--- config.mk ---
export PLATFORM = sky130hd
export DESIGN_NAME = fetch_unit
export DESIGN_NICKNAME = d
export VERILOG_FILES = /design/src/rtl/fetch_pkg.sv /design/src/rtl/fetch_watchdog.sv /design/src/rtl/fetch_unit.sv
export SDC_FILE = /design/constraint.sdc
export NUM_CORES = 1
export LEC_CHECK = 0
export BUFFER_PORTS_ARGS = -buffer_cell sky130_fd_sc_hd__buf_4
export CAP_MARGIN = 20
export CORE_AREA = 2 2 75 77
export DETAILED_ROUTE_END_ITERATION = 16
export DIE_AREA = 0 0 77 79
export GPL_ROUTABILITY_DRIVEN = 0
export PLACE_DENSITY_LB_ADDON = 0.08
export SETUP_SLACK_MARGIN = 0.15
export SLEW_MARGIN = 20
export SYNTH_ARGS = -nofsm -noshare
export SYNTH_HDL_FRONTEND = slang
export SYNTH_SLANG_ARGS = --single-unit
--- constraint.sdc ---
create_clock -name clock -period 1.91 [get_ports clock]
set_clock_uncertainty 0.15 [all_clocks]
set_input_delay 0.382 -clock clock [delete_from_list [all_inputs] [get_ports clock]]
set_output_delay 0.382 -clock clock [all_outputs]
set_load 0.02 [all_outputs]
--- src/rtl/fetch_pkg.sv ---
// rtl/fetch_pkg.sv - shared state type and default sizes for the fetch stage
package fetch_pkg;

    localparam int FETCH_AW          = 8;
    localparam int FETCH_IW          = 16;
    localparam int FETCH_TIMEOUT_CYC = 15;

    typedef enum logic [2:0] {
        S_IDLE,
        S_WAIT,
        S_DRAIN,
        S_HOLD,
        S_ERR
    } fetch_state_t;

endpackage

--- src/rtl/fetch_watchdog.sv ---
// rtl/fetch_watchdog.sv - counts consecutive un-acked memory-wait cycles
module fetch_watchdog
    import fetch_pkg::*;
#(
    parameter int TIMEOUT_CYC = FETCH_TIMEOUT_CYC
) (
    input  logic clock,
    input  logic reset,
    input  logic run,
    input  logic clear,
    output logic expired
);

    localparam int CW = $clog2(TIMEOUT_CYC + 1);

    logic [CW-1:0] count;

    // Saturates once expired so a held-off expiry keeps reporting.
    always_ff @(posedge clock or negedge reset) begin
        if (!reset) begin
            count <= '0;
        end else if (clear || !run) begin
            count <= '0;
        end else if (!expired) begin
            count <= count + CW'(1);
        end
    end

    assign expired = run && !clear && (count == CW'(TIMEOUT_CYC - 1));

endmodule

--- src/rtl/fetch_unit.sv ---
// rtl/fetch_unit.sv - multicycle instruction fetch stage driving the PC register
// Optional memory-wait timeout enabled by defining FETCH_TIMEOUT_EN.
module fetch_unit
    import fetch_pkg::*;
#(
    parameter int AW          = FETCH_AW,
    parameter int IW          = FETCH_IW,
    parameter int TIMEOUT_CYC = FETCH_TIMEOUT_CYC
) (
    input  logic          clock,
    input  logic          reset,
    input  logic [AW-1:0] pc_atual,
    output logic [AW-1:0] pc_proximo,
    output logic          esc_pc,
    output logic [AW-1:0] mem_addr,
    output logic          mem_req,
    input  logic          mem_ack,
    input  logic [IW-1:0] mem_rdata,
    output logic [IW-1:0] instr,
    output logic [AW-1:0] instr_pc,
    output logic          instr_valid,
    input  logic          instr_ready,
    input  logic          redirect,
    input  logic [AW-1:0] redirect_pc,
    input  logic          halt,
    output logic          fetch_err
);

    fetch_state_t state;

`ifdef FETCH_TIMEOUT_EN
    logic wd_run;
    logic timed_out;
    logic err_q;

    assign wd_run    = (state == S_WAIT) || (state == S_DRAIN);
    assign fetch_err = err_q;

    fetch_watchdog #(
        .TIMEOUT_CYC(TIMEOUT_CYC)
    ) u_watchdog (
        .clock  (clock),
        .reset  (reset),
        .run    (wd_run),
        .clear  (mem_ack),
        .expired(timed_out)
    );
`else
    assign fetch_err = 1'b0;
`endif

    always_ff @(posedge clock or negedge reset) begin
        if (!reset) begin
            state       <= S_IDLE;
            mem_req     <= 1'b0;
            mem_addr    <= '0;
            esc_pc      <= 1'b0;
            pc_proximo  <= '0;
            instr       <= '0;
            instr_pc    <= '0;
            instr_valid <= 1'b0;
`ifdef FETCH_TIMEOUT_EN
            err_q       <= 1'b0;
`endif
        end else begin
            esc_pc <= 1'b0;
            // A taken branch owns the PC write in every live state.
            if (redirect && state != S_ERR) begin
                esc_pc     <= 1'b1;
                pc_proximo <= redirect_pc;
            end

            case (state)
                S_IDLE: begin
                    // esc_pc low means the PC register already holds its new value.
                    if (!redirect && !halt && !esc_pc) begin
                        mem_addr <= pc_atual;
                        mem_req  <= 1'b1;
                        state    <= S_WAIT;
                    end
                end
                S_WAIT: begin
                    if (redirect) begin
                        if (mem_ack) begin
                            mem_req <= 1'b0;
                            state   <= S_IDLE;
                        end else begin
                            state <= S_DRAIN;
                        end
                    end else if (mem_ack) begin
                        instr       <= mem_rdata;
                        instr_pc    <= mem_addr;
                        instr_valid <= 1'b1;
                        esc_pc      <= 1'b1;
                        pc_proximo  <= mem_addr + AW'(1);
                        mem_req     <= 1'b0;
                        state       <= S_HOLD;
                    end
`ifdef FETCH_TIMEOUT_EN
                    else if (timed_out) begin
                        mem_req <= 1'b0;
                        err_q   <= 1'b1;
                        state   <= S_ERR;
                    end
`endif
                end
                S_DRAIN: begin
                    if (mem_ack) begin
                        mem_req <= 1'b0;
                        state   <= S_IDLE;
                    end
`ifdef FETCH_TIMEOUT_EN
                    else if (timed_out && !redirect) begin
                        mem_req <= 1'b0;
                        err_q   <= 1'b1;
                        state   <= S_ERR;
                    end
`endif
                end
                S_HOLD: begin
                    if (redirect || instr_ready) begin
                        instr_valid <= 1'b0;
                        state       <= S_IDLE;
                    end
                end
`ifdef FETCH_TIMEOUT_EN
                S_ERR: begin
                    state <= S_ERR;
                end
`endif
                default: begin
                    state <= S_IDLE;
                end
            endcase
        end
    end

endmodule

# ---- After elaboration in Yosys (flattened, before gate mapping)
# Cells that the tools add are included.
dict set report word_totals {
  register_bits 46
  output_inout_bits 44
}
dict set report classes {
  addsub 1
  n_eq_ne 11
  muxes 22
  bitwise 1
  reduce_logical 16
}
# cell n
set op_table {}
lappend op_table {{8-bit 2-to-1 mux} 4}
lappend op_table {{3-bit 2-to-1 mux} 5}
lappend op_table {{3-bit one-hot mux with 4 select lines} 1}
lappend op_table {{2-bit != test (second input constant)} 5}
lappend op_table {{1-bit 2-to-1 mux} 9}
lappend op_table {{8-bit by 1-bit adder with 8-bit output (second input constant)} 1}
lappend op_table {{4-bit AND reduction} 2}
lappend op_table {{3-bit by 2-bit equality test with 1-bit output (second input constant)} 2}
lappend op_table {{3-bit != test (second input constant)} 2}
lappend op_table {{3-bit AND reduction} 2}
lappend op_table {{1-bit one-hot mux with 2 select lines} 2}
lappend op_table {{2-bit nonzero test} 2}
lappend op_table {{3-bit by 1-bit equality test with 1-bit output (second input constant)} 1}
lappend op_table {{1-bit logical AND} 3}
lappend op_table {{1-bit logical NOT} 3}
lappend op_table {{3-bit logical NOT} 1}
lappend op_table {{2-bit 2-to-1 mux} 1}
lappend op_table {{2-bit by 1-bit != test with 1-bit output (second input constant)} 1}
lappend op_table {{2-bit AND reduction} 1}
lappend op_table {{2-bit OR reduction} 1}
lappend op_table {{1-bit logical OR} 1}
lappend op_table {{1-bit inverter} 1}

# ---- Logic depth before layout (Yosys ltp)
# Gate-level depths: netlist of run 1.
dict set report depth {
  depth_word 6
  mapped_depth 7
}

# ---- Worst setup path before layout of run 1
# No wires, ideal clock.
dict set report synth_timing {
  path_kind {flip-flop to flip-flop}
  from {register state[1]}
  to {register instr_pc[5]}
  setup_ns 0.125
  arrival_time_ns 1.425
  t_required_ns 1.635
  path_slack_ns 0.210
  path_stages_with_launch 6
  n_path_buf 1
  path_cell_list {dfrtp_1 inv_1 ha_1 nand3_1 buf_2 mux2_2}
}
dict set report synth_between {
  elab_chain_cells 2
}
# item line_no
set synth_rtl {}
lappend synth_rtl {{start: declaration} fetch_unit.sv:29} ;# fetch_state_t state;
lappend synth_rtl {{start signal: assignment} fetch_unit.sv:54} ;# state <= S_IDLE;
lappend synth_rtl {{start signal: assignment} fetch_unit.sv:79} ;# state <= S_WAIT;
lappend synth_rtl {{start signal: assignment} fetch_unit.sv:86} ;# state <= S_IDLE;
lappend synth_rtl {{3-bit by 1-bit equality test with 1-bit output} fetch_unit.sv:73} ;# case (state)
lappend synth_rtl {{3-bit AND reduction (no line)} -}
lappend synth_rtl {{end signal: assignment} fetch_unit.sv:92} ;# instr_pc <= mem_addr;
lappend synth_rtl {{end: declaration} fetch_unit.sv:20} ;# output logic [AW-1:0] instr_pc,
# Every way passes these cells.
# A chain may end at the register's enable or synchronous reset.

# ---- Final worst setup path of run 1
dict set report layout_timing {
  from {register state[0]}
  to {register state[1]}
}
dict set report layout_between {
  elab_chain_cells 3
  elab_cells_between_ends 10
  cone_classes {7 x eq/ne; 1 x mux; 2 x reduce/logical}
}
# item line_no
set layout_rtl {}
lappend layout_rtl {{3-bit by 1-bit equality test with 1-bit output (tied with other cells)} fetch_unit.sv:73}
lappend layout_rtl {{3-bit != test (no line) or 2-bit != test (tied branches)} -}
lappend layout_rtl {{4-bit AND reduction (no line)} -}
# Several ways; a longest one is shown, not always the timed one.

==> reports/results.tsv, run 1 <==
metric	value	unit
status	finished, final reports clean	
critPathMaxFanout	7	
grt_setup_unrepaired	true	
slew_viol_final	0	
route.vias.total	1641	
end_kind	flip-flop	
die_y	79	um
syn_area	2040	um^2
die_area	6080	um^2
timing.hold.ws	122	ps
synth_area_leader_cell	dfrtp_1	
grt_pass1_wl	7850	um
max_slew_margin	61.8	%
drtIter0Drc	54	
area_growth	42.8	%
cts_tree	done	
dp_hpwl	3450	um
p_per_area	1620	nW/um^2
syn_inst	198	
worstMarginPinSlew	574	ps
synth_nets	242	
layout.nets	328	
hp-class	input pin to flip-flop	
pin_count	82	
final-setup-viol-count	0	
die_w	77	um
ys_warn_count	0	
fin_tns_setup	0	ps
clk_latency	290	ps
drt_wl_total	4810	um
synth.avg_cell_area	10.3	um^2
clock-root-buffer	clkbuf_8	
antenna_found_initial	0	
fin_crit_sh	89.6	%
p_total	4.71	mW
htreeDepth	2	
row_count	27	
drive_gt1_share	42.1	%
cts_buffers	5	
ant_nets	0	
clk_pin_slew	80	ps
cp.required	1940	ps
fin_crit	1710	ps
yosys-top-cells-area	dfrtp_1 55%, nand2_1 11%, mux2_2 8.8%	
port-buffer-count	80	
ys_seq_area_share	55.3	%
start_util	38.2	%
grt_usage	16.1	%
clk_path_buf_depth	2	
finalHoldViolCount	0	
grt.overflow.total	0	
antenna_cells	0	
grt_pass1_vias	1686	
p_leak	1.46	nW
synth_cell_types	30	
wl_per_cell	13.5	um
path_class	flip-flop to flip-flop	
drc	0	
start_kind	flip-flop	
coreArea	5340	um^2
cts_sinks	45	
viasPerCell	4.60	
ir_worst_vdd	0.693	mV
crit_arrival	1740	ps
drt_first_pass_iters	4	
maxCapViolCount	0	
whs_path_depth	3	
synth_top_area_share	55.3	%
ys_seq_elements	45	
grt_max_degree	46	
timing.fmax	584	MHz
reg2regPathDepth	5	
==> state kept, by name, indices dropped and copies added (netlist names) <==
signal       flops
instr           16
instr_pc         8
mem_addr         8
pc_proximo       8
state            2
esc_pc           1
instr_valid      1
mem_req          1
==> layout by cell type, fill, tap and decap left out, drive strengths merged <==
cell,count
nand4,1
o21a,2
o21ai,6
dlygate4sd3,1
nor3,5
a21boi,1
nand2b,2
nor2,5
o22ai,1
nand2,62
a22o,1
o31ai,4
buf,88
nand3,5
mux2i,3
xnor2,4
o2bb2ai,1
bufinv,1
nor3b,1
inv,7
clkbuf,7
o31a,1
nor4b,1
conb,1
a21oi,6
mux2,16
o32a,1
ha,6
dfrtp,45
==> layout make-up <==
cell class                      count  area, um^2
Multi-Input combinational cell    136         862
Fill cell                         538        2430
Sequential cell                    45        1130
Clock buffer                        7        86.3
Timing Repair Buffer               89         687
Tap cell                           72        90.1
Clock inverter                      1        30.0
Inverter                            7        26.3
==> critical path: stages (launching register included) <==
cell      delay, ps
dfrtp_2         440
ha_2            240
nand2b_1        110
a21oi_2          80
nor3_2          220
mux2_2          360
==> synth_stat cells <==
master     instances
a21boi_0           1
o32a_1             1
buf_4              1
ha_1               6
xnor2_1            4
nand2_1           62
buf_6              1
o22ai_1            1
nand4_1            1
nor4b_4            1
mux2_2            16
o31ai_1            4
o31a_1             1
nor3_1             5
conb_1             1
nor3b_1            1
clkbuf_1           4
buf_2              3
a21oi_1            6
nand2b_1           2
o21a_1             2
o21ai_0            6
a22o_1             1
nor2_1             5
inv_1              7
clkbuf_2           1
mux2i_1            3
o2bb2ai_1          1
dfrtp_1           45
nand3_1            5
==> logic make-up after synthesis <==
family,Yosys count,share of synthesized area (%)
compound gates,24,7.62
xor+xnor,4,1.72
fa+ha+maj,6,3.69
buf+inv,17,3.93
flops,45,55.3
mux,19,10.3
other cells,1,0.184
simple gates,82,17.3
==> final timing paths <==
kind	from	end	slack [ps]
setup / recovery	state[0]	state[1]	200
hold / removal	mem_rdata[4]	instr[4]	120
setup reg to reg	state[0]	state[1]	200
hold reg to reg	instr[6]	instr[6]	330
max in group asynchronous	reset	state[0]	700
min in group asynchronous	reset	instr_pc[4]	490
==> where the power goes <==
part	total [mW]	internal (mW)	switching, mW	leakage, nW
sequential	1.74	1.38	0.362	0.547
clock	0.736	0.427	0.309	0.0585
combinational	2.23	1.08	1.15	0.858
==> what timing repair did <==
action                                 in CTS  in global routing
setup endpoints to repair                  11                 38
gates cloned                                0                  0
gates resized for setup                     3                  7
hold buffers                                1                  0
pin swaps                                   0                  1
setup buffers                               2                  0
endpoints found under the hold margin      45                  0
==> per-layer routing <==
metal  vias up  global-route usage, %  part of all wire [%]
li1        824                      -                     -
met3         6                   4.20                   5.1
met5         -                      0                     0
met1       772                   20.4                    44
met2        39                   28.0                    50
met4         0                   3.75                  0.87
==> per-stage QoR <==
stage / cell area, um^2 / instances / setup slack [ps] / util (%)
6_report: 2910 / 357 / 199 / 54.5
5_1_grt: 2910 / 357 / 129 / 54.5
4_1_cts: 2880 / 357 / 148 / 54.0
3_5_place_dp: 2730 / 346 / 52.9 / 51.2
3_3_place_gp: 2730 / 346 / 127 / 51.2
2_1_floorplan: 2040 / 198 / 210 / -
Power figures use the tool's default switching activity.
==> run 2, diff against run 1 <==
--- a/config.mk
+++ b/config.mk
@@ -7,11 +7,11 @@
 export LEC_CHECK = 0
 export BUFFER_PORTS_ARGS = -buffer_cell sky130_fd_sc_hd__buf_4
 export CAP_MARGIN = 20
-export CORE_AREA = 2 2 75 77
+export CORE_AREA = 2 2 72 74
 export DETAILED_ROUTE_END_ITERATION = 16
-export DIE_AREA = 0 0 77 79
+export DIE_AREA = 0 0 74 76
 export GPL_ROUTABILITY_DRIVEN = 0
-export PLACE_DENSITY_LB_ADDON = 0.08
+export PLACE_DENSITY = 0.79
 export SETUP_SLACK_MARGIN = 0.15
 export SLEW_MARGIN = 20
 export SYNTH_ARGS = -nofsm -noshare
==> run 2 against run 1 <==
Against the previous run:
- cell area down 1.5%
- sequential power about the same
- hold slack gained 3.3 ps
- critical path type unchanged
- critical endpoint unchanged
- largest cell class unchanged
- largest power group unchanged
==> reports/results.tsv, run 2 (synthesis gave the netlist of run 1 again) <==
metric	value	unit	change
status	finished, final reports clean		
ant_nets	0		unchanged
pin_count	82		unchanged
critPathMaxFanout	5		-2
viasPerCell	4.72		+2.6%
worstMarginPinSlew	542	ps	-31.7 ps
final_cell_area	2870	um^2	-1.5%
grt_pass1_vias	1744		+3.4%
drtIter0Drc	58		+7.4%
antenna_found_initial	0		unchanged
p_leak	1.45	nW	-1.1%
start_kind	flip-flop		
end_kind	flip-flop		
wl_per_cell	12.9	um	-4.1%
row_count	26		-3.7%
p_per_area	1590	nW/um^2	-1.9%
start_util	41.5	%	+3.3 points
cts_tree	done		
layout.nets	331		+0.91%
cp.required	1940	ps	about the same
ir_worst_vdd	0.886	mV	+28%
port-buffer-count	80		unchanged
reg2regPathDepth	5		unchanged
maxCapViolCount	0		unchanged
r2r-end	state[1]		
layout_common_cells	90 x buf_4, 62 x nand2_1, 44 x dfrtp_1		
dp_hpwl	3490	um	+1.3%
die_y	76	um	-3.8%
drt_first_pass_iters	4		unchanged
drc	0		unchanged
fin_tns_setup	0	ps	unchanged
largest_reg_flops	16		unchanged
timing.rr.start	state[0]		
setup_ws	187	ps	-11.5 ps
final_common_cell	buf_4		
clock-root-buffer	clkbuf_8		
hp-class	input pin to flip-flop		
slew_viol_final	0		unchanged
timing.hold.ws	125	ps	+3.30 ps
grt_setup_unrepaired	true		
drt_wl_total	4630	um	-3.8%
drive_gt1_share	41.7	%	-0.44 points
path_class	flip-flop to flip-flop		
finalHoldViolCount	0		unchanged
die_w	74	um	-3.9%
crit_arrival	1750	ps	about the same
max_slew_margin	63.9	%	+2.1 points
crit_end	state[1]		
clk_latency	290	ps	about the same
register_area	1130	um^2	unchanged
multi_input_area	841	um^2	-2.5%
clk_pin_slew	90	ps	about the same
htreeDepth	2		unchanged
fin_crit	1720	ps	+11.5 ps
top_register	instr		
timing.fmax	580	MHz	-0.67%
grt_pass1_wl	7800	um	-0.62%
area_growth	40.7	%	
clk_path_buf_depth	2		unchanged
place_area	2720	um^2	-0.27%
cts_buffers	5		unchanged
antenna_cells	0		unchanged
reg2reg_setup_slack	190	ps	about the same
pre_cts_ws	65.1	ps	+12.2 ps
die_area	5620	um^2	-7.5%
grt.overflow.total	0		unchanged
cts_sinks	45		unchanged
final-setup-viol-count	0		unchanged
fin_crit_sh	90.2	%	+0.60 points
grt_usage	17.7	%	+1.5 points
cp-startpoint	state[0]		
route.vias.total	1689		+2.9%
coreArea	4910	um^2	-8.0%
fillers	464		-14%
grt_max_degree	46		unchanged
## run 2: critical path, cell delays in order, from the launching register on
cell     delay (ps)
dfrtp_2         450
buf_4           140
ha_1            210
nor3b_1         170
nor3_2          150
mux2_2          350
## run 2: worst min path at each step
| stage | startpoint | to | cells after the start |
|---|---|---|---|
| 2_1_floorplan | reset | esc_pc | 0 |
| 3_3_place_gp | reset | instr_valid | 1 |
| 3_5_place_dp | reset | instr_valid | 1 |
| 4_1_cts | mem_rdata[1] | instr[1] | 3 |
| 5_1_grt | mem_rdata[6] | instr[6] | 3 |
| 6_report | mem_rdata[6] | instr[6] | 3 |
## run 2: final cells by class
| type | instances | share of cell area (%) |
|---|---|---|
| flip-flops and latches | 45 | 39.3 |
| multi-input cells | 136 | 29.3 |
| repair buffers | 92 | 24.3 |
| well taps | 70 | 3.06 |
| clock buffers | 6 | 2.53 |
| inverters | 7 | 0.917 |
| clock inverters | 2 | 0.524 |
## run 2: power breakdown
part / switching (mW) / internal, mW
clock network: 0.314 / 0.258
registers: 0.339 / 1.38
logic: 1.18 / 1.09
total: 1.83 / 2.72
## run 2: stage by stage
| stage | util [%] | std cells | power (mW) |
|---|---|---|---|
| 6_report | 58.4 | 358 | 4.55 |
| 3_3_place_gp | 55.5 | 345 | 3.87 |
| 2_1_floorplan | - | 198 | 2.96 |
| 5_1_grt | 58.4 | 358 | 4.88 |
| 3_5_place_dp | 55.5 | 345 | 3.94 |
| 4_1_cts | 58.1 | 357 | 4.58 |
## run 2: layer usage
layer  vias up  global-route usage [%]  wire, um
li1        826                       -         -
met1       806                    21.6      1920
met2        53                    29.7      2330
met3         4                    5.95       348
met4         0                    4.18        28
met5         -                       0         0
## run 2: timing repair
action / 4_1_cts / 5_1_grt
setup endpoints to repair: 15 / 13
hold buffers: 1 / 0
hold endpoints to repair: 45 / 0
setup buffers: 3 / 1
gates resized for setup: 3 / 3
==> run 3, diff against run 2 <==
--- a/config.mk
+++ b/config.mk
@@ -8,6 +8,7 @@
 export BUFFER_PORTS_ARGS = -buffer_cell sky130_fd_sc_hd__buf_4
 export CAP_MARGIN = 20
 export CORE_AREA = 2 2 72 74
+export CTS_BUF_LIST = sky130_fd_sc_hd__clkbuf_4 sky130_fd_sc_hd__clkbuf_8
 export DETAILED_ROUTE_END_ITERATION = 16
 export DIE_AREA = 0 0 74 76
 export GPL_ROUTABILITY_DRIVEN = 0
==> run 3 against run 2 <==
Against the previous run:
- combinational power barely moved
- sequential share of layout area decreased by 0.051 points
- total power increased by 0.33%
- highest routed layer unchanged
- cell count unchanged
==> reports/results.tsv, run 3 (synthesis gave the netlist of run 1 again) <==
metric	value	unit	change
status	finished, final reports clean		
grt_max_degree	46		unchanged
fin_crit	1720	ps	unchanged
antenna_found_initial	0		unchanged
fin_cells	358		unchanged
timing.fmax	580	MHz	unchanged
crit_slowest_cell	dfrtp_2		
pre_cts_ws	65.1	ps	unchanged
fin_crit_sh	90.2	%	unchanged
critPathMaxFanout	5		unchanged
dp_hpwl	3490	um	unchanged
ant_nets	0		unchanged
largest_reg_flops	16		unchanged
ir_worst_vdd	0.886	mV	about the same
drt_wl_total	4630	um	about the same
drt_first_pass_iters	4		unchanged
p_total	4.57	mW	+0.33%
fin_tns_setup	0	ps	unchanged
viasPerCell	4.72		about the same
maxCapViolCount	0		unchanged
start_kind	flip-flop		
route.vias.total	1690		+0.059%
top_register	instr		
crit_buf_inv	1		unchanged
cts_tree	done		
worstMarginPinSlew	542	ps	+0.357 ps
grt.overflow.total	0		unchanged
cp_cell_sequence	buf_4 > ha_1 > nor3b_1 > nor3_2 > mux2_2		
die_y	76	um	unchanged
grt_usage	17.7	%	unchanged
coreArea	4910	um^2	unchanged
end_kind	flip-flop		
grt_setup_unrepaired	true		
hp-class	input pin to flip-flop		
slew_viol_final	0		unchanged
p_leak	1.45	nW	+0.24%
port-buffer-count	80		unchanged
area_growth	40.9	%	
cp.required	1940	ps	about the same
dp_cells	345		unchanged
start_util	41.5	%	unchanged
drc	0		unchanged
layout.nets	331		unchanged
clk_pin_slew	90	ps	about the same
htreeDepth	2		unchanged
clk_latency	290	ps	about the same
setup_ws	187	ps	unchanged
antenna_cells	0		unchanged
cpLargestDelayFamily	flip-flops		
crit_arrival	1750	ps	about the same
max_stage_delay	450	ps	about the same
grt_pass1_vias	1744		unchanged
timing.rr.start	state[0]		
row_count	26		unchanged
finalHoldViolCount	0		unchanged
min-delay-start	mem_rdata[6]		
wl_per_cell	12.9	um	about the same
cts_sinks	45		unchanged
drive_gt1_share	42.0	%	+0.35 points
grt_pass1_wl	7800	um	unchanged
path_class	flip-flop to flip-flop		
cp-startpoint	state[0]		
clk_path_buf_depth	2		unchanged
die_area	5620	um^2	unchanged
cts_buffers	5		unchanged
pin_count	82		unchanged
die_w	74	um	unchanged
layout_common_cells	90 x buf_4, 62 x nand2_1, 44 x dfrtp_1		
drtIter0Drc	58		unchanged
final-setup-viol-count	0		unchanged
p_per_area	1590	nW/um^2	+0.20%
max_slew_margin	63.9	%	about the same
final_common_cell	buf_4		
clock-root-buffer	clkbuf_8		
==> run 3: cell counts in the layout (fill, tap and decap cells not counted) <==
Identical to the previous run, type by type.
==> run 3: cell type report <==
| cell class | count | area (um^2) |
|---|---|---|
| inverter | 7 | 26.3 |
| timing repair buffer | 92 | 697 |
| clock inverter | 2 | 15.0 |
| tap | 70 | 87.6 |
| fill | 464 | 2040 |
| sequential | 45 | 1130 |
| clock buffer | 6 | 76.3 |
| multi-input combinational | 136 | 841 |
==> run 3: repair_timing <==
| item | CTS | global route |
|---|---|---|
| hold endpoints to repair | 45 | 0 |
| setup buffers | 3 | 1 |
| hold buffers | 1 | 0 |
| gates resized for setup | 3 | 3 |
| setup endpoints to repair | 15 | 13 |
==> run 3: final timing paths <==
kind                            slack [ps]           to  cells after the start
max in group asynchronous              740     state[0]                      2
worst min register to register         330     instr[2]                      2
worst max-delay path                   190     state[1]                      5
worst min-delay path                   120     instr[6]                      3
min in group asynchronous              470  instr_valid                      2
worst max register to register         190     state[1]                      5
==> run 3: metal layers <==
| layer | global-route usage (%) | vias up | wire length (um) |
|---|---|---|---|
| li1 | - | 826 | - |
| met1 | 21.6 | 807 | 1920 |
| met2 | 29.7 | 53 | 2330 |
| met3 | 5.95 | 4 | 348 |
| met4 | 4.18 | 0 | 28 |
| met5 | 0 | - | 0 |
==> run 3: power by group <==
group	internal (mW)	switching, mW
registers	1.38	0.339
logic	1.09	1.18
clock network	0.272	0.315
total	2.74	1.83
==> run 3: tightest hold or removal path: stages <==
cell     delay (ps)
buf_4            80
nand2_1          40
nand2_1          50
==> run 3: stage by stage <==
| step | utilization [%] | instance area [um^2] | hold WS (ps) |
|---|---|---|---|
| after floorplan | - | 2040 | -63.6 |
| after global routing | 58.4 | 2870 | 112 |
| after global placement | 55.5 | 2720 | 263 |
| after CTS | 58.2 | 2860 | 115 |
| after detailed placement | 55.5 | 2720 | 266 |
| final | 58.4 | 2870 | 124 |
